--- src/rtl/gshare_param_predictor.sv ---
// Gshare branch predictor: PC xor global history indexes a table of 2-bit counters.
// After reset the table is swept to CNT_INIT, one entry per cycle, before ready rises.
module gshare_param_predictor #(
  parameter int unsigned HIST_BITS = 7,
  parameter int unsigned PC_BITS   = 7,
  parameter logic [1:0]  CNT_INIT  = 2'b01
) (
  input  logic                 clk,
  input  logic                 rst,
  output logic                 ready,
  input  logic                 predict_valid,
  input  logic [PC_BITS-1:0]   predict_pc,
  output logic                 predict_taken,
  output logic [HIST_BITS-1:0] predict_history,
  input  logic                 train_valid,
  input  logic                 train_taken,
  input  logic                 train_mispredicted,
  input  logic [HIST_BITS-1:0] train_history,
  input  logic [PC_BITS-1:0]   train_pc,
  output logic [15:0]          mispredict_count
);

  localparam int unsigned NUM_ENTRIES = 1 << HIST_BITS;
  localparam int unsigned CNT_W       = 16;

  typedef enum logic {INIT, RUN} state_t;

  state_t                 state_q, state_d;
  logic [HIST_BITS-1:0]   sweep_q;
  logic [HIST_BITS-1:0]   ghr_q;
  logic [CNT_W-1:0]       miss_cnt_q;
  logic [1:0]             pht [NUM_ENTRIES];

  logic [HIST_BITS-1:0]   pred_idx;
  logic [HIST_BITS-1:0]   train_idx;
  logic [1:0]             train_cnt;
  logic [1:0]             train_cnt_next;
  logic                   run;
  logic                   recover;

  assign run       = (state_q == RUN);
  assign pred_idx  = predict_pc[HIST_BITS-1:0] ^ ghr_q;
  assign train_idx = train_pc[HIST_BITS-1:0] ^ train_history;
  assign recover   = run && train_valid && train_mispredicted;

  assign ready            = run;
  assign predict_taken    = run && pht[pred_idx][1];
  assign predict_history  = ghr_q;
  assign mispredict_count = miss_cnt_q;

  // Next state: leave INIT once the last table entry has been written.
  always_comb begin
    state_d = state_q;
    case (state_q)
      INIT: if (sweep_q == HIST_BITS'(NUM_ENTRIES - 1)) state_d = RUN;
      RUN:  state_d = RUN;
      default: state_d = INIT;
    endcase
  end

  // Saturating 2-bit counter update for the trained entry.
  always_comb begin
    train_cnt      = pht[train_idx];
    train_cnt_next = train_cnt;
    if (train_taken) begin
      if (train_cnt != 2'd3) train_cnt_next = train_cnt + 2'd1;
    end else begin
      if (train_cnt != 2'd0) train_cnt_next = train_cnt - 2'd1;
    end
  end

  always_ff @(posedge clk or posedge rst) begin
    if (rst) begin
      state_q    <= INIT;
      sweep_q    <= '0;
      ghr_q      <= '0;
      miss_cnt_q <= '0;
    end else begin
      state_q <= state_d;
      if (!run) sweep_q <= sweep_q + HIST_BITS'(1);
      // Mispredict recovery takes priority over the speculative shift.
      if (recover) begin
        ghr_q <= {train_history[HIST_BITS-2:0], train_taken};
      end else if (run && predict_valid) begin
        ghr_q <= {ghr_q[HIST_BITS-2:0], predict_taken};
      end
      if (recover && (miss_cnt_q != {CNT_W{1'b1}})) miss_cnt_q <= miss_cnt_q + CNT_W'(1);
    end
  end

  // Table storage has no reset; contents become valid through the INIT sweep.
  always_ff @(posedge clk) begin
    if (!run) begin
      pht[sweep_q] <= CNT_INIT;
    end else if (train_valid) begin
      pht[train_idx] <= train_cnt_next;
    end
  end

endmodule

--- config.mk ---
export PLATFORM = sky130hd
export DESIGN_NAME = gshare_param_predictor
export DESIGN_NICKNAME = d
export VERILOG_FILES = /design/src/rtl/gshare_param_predictor.sv
export SDC_FILE = /design/constraint.sdc
export NUM_CORES = 1
export LEC_CHECK = 0
export BUFFER_PORTS_ARGS = -buffer_cell sky130_fd_sc_hd__buf_4
export CORE_MARGIN = 8
export CORE_UTILIZATION = 50
export DETAILED_ROUTE_END_ITERATION = 16
export GPL_TIMING_DRIVEN = 0
export PLACE_DENSITY = 0.64
export REMOVE_ABC_BUFFERS = 1
export SETUP_SLACK_MARGIN = 0.05
export SKIP_CTS_REPAIR_TIMING = 1
export SLEW_MARGIN = 40
export SYNTH_ARGS = -nofsm -noshare
export SYNTH_HDL_FRONTEND = slang
export SYNTH_SLANG_ARGS = --single-unit
--- constraint.sdc ---
create_clock -name clk -period 7.9 [get_ports clk]
set_input_delay 0.79 -clock clk [delete_from_list [all_inputs] [get_ports clk]]
set_output_delay 0.79 -clock clk [all_outputs]
set_load 0.01 [all_outputs]
==> results.toml <==
[floorplanning]
ios = 52
start_util_pct = 50.6
die_h_um = 180
num_rows = 60
die_w_um = 180
dieArea_um2 = 32600
core_area_um2 = 26700

[global_route]
grt_pass1_wl_um = 52900
grt_overflow = 0
grt_max_degree = 32
grt_antenna_before_repair = 1
grt.total_usage_pct = 21.2
grt_pass1_vias = 8595

[finish]
drive_above_1_share_pct = 21.2
syn_to_final_growth_pct = 17.6
instances_no_fill = 1329
layout_common_cells = "edfxtp_1 (256), nor2_1 (148), nand2_1 (75)"
diodes = 0
final_common_cell = "edfxtp_1"
nNetsFinal = 993
fin_area_um2 = 15900
utilization_pct = 59.5

[clock_tree]
cts_tree = "built"
clkLatencyLatePin_ns = 0.57
cts_root_buf = "clkbuf_16"
clock_sinks = 287
htree_levels = 1
cts_buffers = 31
clock_path_buffers = 3
clk_pin_slew_ns = 0.06

[drt]
dr.pass1.iters = 8
drc = 0
routed_wl_um = 34800
vias = 8505
first_iter_violations = 977
vias_per_cell = 6.40
wire_per_inst_um = 26.2
ant_nets = 0

[power]
ir_drop_mv = 0.150
p_per_area_nw_per_um2 = 207
power.leakage_nw = 5.03

[timing]
hold_viol_final = 0
max_freq_mhz = 202
setup_ws_ns = 2.95
period_needed_ns = 4.95
period_share_pct = 62.7
tightest_slew_ns = 0.927
rsz0062_at_grt = "no"
slew_headroom_pct = 37.9
hold_ws_ns = 0.334
final-setup-viol-count = 0
final_max_slew_viol_count = 0
finClkSkew_ns = 0.0210

[setup_path]
worst_ep_arrival_time_ns = 4.16
critPathLaunchType = "flip-flop"
cp-end-kind = "primary output"
worst_ep_required_time_ns = 7.11
critPathKind = "flip-flop to primary output"
path_max_fanout = 10

[logic_synthesis]
async_reset_ff_share_pct = 10.8
ys_seq_elements = 287
synth_compound_area_share_pct = 4.37
synth_top_family_by_area = "multiplexers"
synth_adder_area_share_pct = 0.185
synth_flop_cell = "edfxtp_1"
netlist-cell-type-count = 56
synth.mux.area_fraction_pct = 18.4
postSynthCellCount = 893
synth_area_per_cell_um2 = 15.2
yosysSeqAreaShare_pct = 62.6
yosys_warnings = 0
synth_enable_flop_cells = 256
synthXorXnorAreaFrac_pct = 3.10
syn_area_um2 = 13500
synthSimpleGateAreaFrac_pct = 9.39

[placed_design]
dpl.hpwl_um = 24600
pre_cts_ws_ns = 3.15
place_congestion = 0.845
portBuffers = 51
place_inst = 1272
dpl_cell_area_um2 = 14900

[status]
status = "finished clean"

[worst_hold_path]
hp-class = "primary input to async pin"

[flow_run]
maxCapViolCount = 0
## where the power goes
part	total, W	switching [W]	leakage [nW]	internal [W]
sequential	0.00163	0	2.52	0.00163
combinational	0.000233	0.000138	2.02	0.0000951
clock	0.00143	0.000587	0.491	0.000843
total	0.00329	0.000725	5.03	0.00257
## sequential cells by signal, indices dropped and copies added (netlist names)
register,count
pht,256
mispredict_count,16
predict_history,7
sweep_q,7
ready,1
## cell type report
cell class / count / area [um2]
clock inverters: 22 / 205
well taps: 341 / 427
flip-flops and latches: 287 / 8460
repair buffers: 83 / 956
clock buffers: 35 / 791
fillers: 2063 / 10800
multi-input cells: 560 / 5060
inverters: 1 / 3.75
## path summary, 6_finish.rpt
| check | start | end | slack (ns) | cells after the start |
|---|---|---|---|---|
| max in group asynchronous | rst | mispredict_count[7]$_DFFE_PP0P_ | 7.12 | 2 |
| max reg2reg | predict_history[0]$_DFFE_PP0P_ | predict_history[0]$_DFFE_PP0P_ | 4.30 | 9 |
| max | predict_history[0]$_DFFE_PP0P_ | predict_taken | 2.95 | 10 |
| min | rst | predict_history[0]$_DFFE_PP0P_ | 0.33 | 2 |
| min reg2reg | mispredict_count[5]$_DFFE_PP0P_ | mispredict_count[5]$_DFFE_PP0P_ | 0.49 | 1 |
| min in group clk | train_history[5] | predict_history[6]$_DFFE_PP0P_ | 0.48 | 3 |
## per-stage QoR
step / setup TNS (ns) / power [W]
2_1_floorplan: -288.16 / 0.00179
3_5_place_dp: 0 / 0.00189
5_1_grt: 0 / 0.00337
3_3_place_gp: -1738.94 / 0.00186
4_1_cts: 0 / 0.00330
6_report: 0 / 0.00329
## synth_stat cells, drive strengths merged (7+ instances only)
master,number,area share [%]
a21oi,12,0.44
buf,21,1.3
clkbuf,24,0.67
dfrtp,31,5.7
edfxtp,256,57
mux2i,46,3.4
mux4,82,15
nand2,75,2.1
nand3,31,1.1
nand4,9,0.42
nor2,148,4.1
nor3,7,0.26
o2111ai,8,0.52
o21ai,16,0.59
o22ai,12,0.55
xnor2,25,1.6
xor2,19,1.5
## critical path, cell delays in order (launching register included)
cell and delay (ns):
dfrtp_1 0.51, xor2_4 0.53, buf_8 0.25, buf_8 0.20, mux4_2 0.52, nor2b_1 0.14
a2111oi_0 0.41, a311oi_1 0.23, a311oi_1 0.53, nor2b_1 0.09, buf_4 0.16
## cell families after synthesis
logic type,Yosys count
adder cells (fa/ha/maj),2
AO/OA/AOI/OAI,83
AND/OR/NAND/NOR,298
flip-flops,287
buffers and inverters,46
multiplexers,133
XOR/XNOR,44
## metal layers
metal | up-vias | part of all wire [%] | global-route usage [%]
li1 | 3669 | - | -
met2 | 452 | 46 | 33.5
met4 | 2 | 3.5 | 7.54
met3 | 89 | 9.4 | 4.76
met1 | 4293 | 41 | 28.6
met5 | - | 0.037 | 0
(Power assumes the default switching activity.)
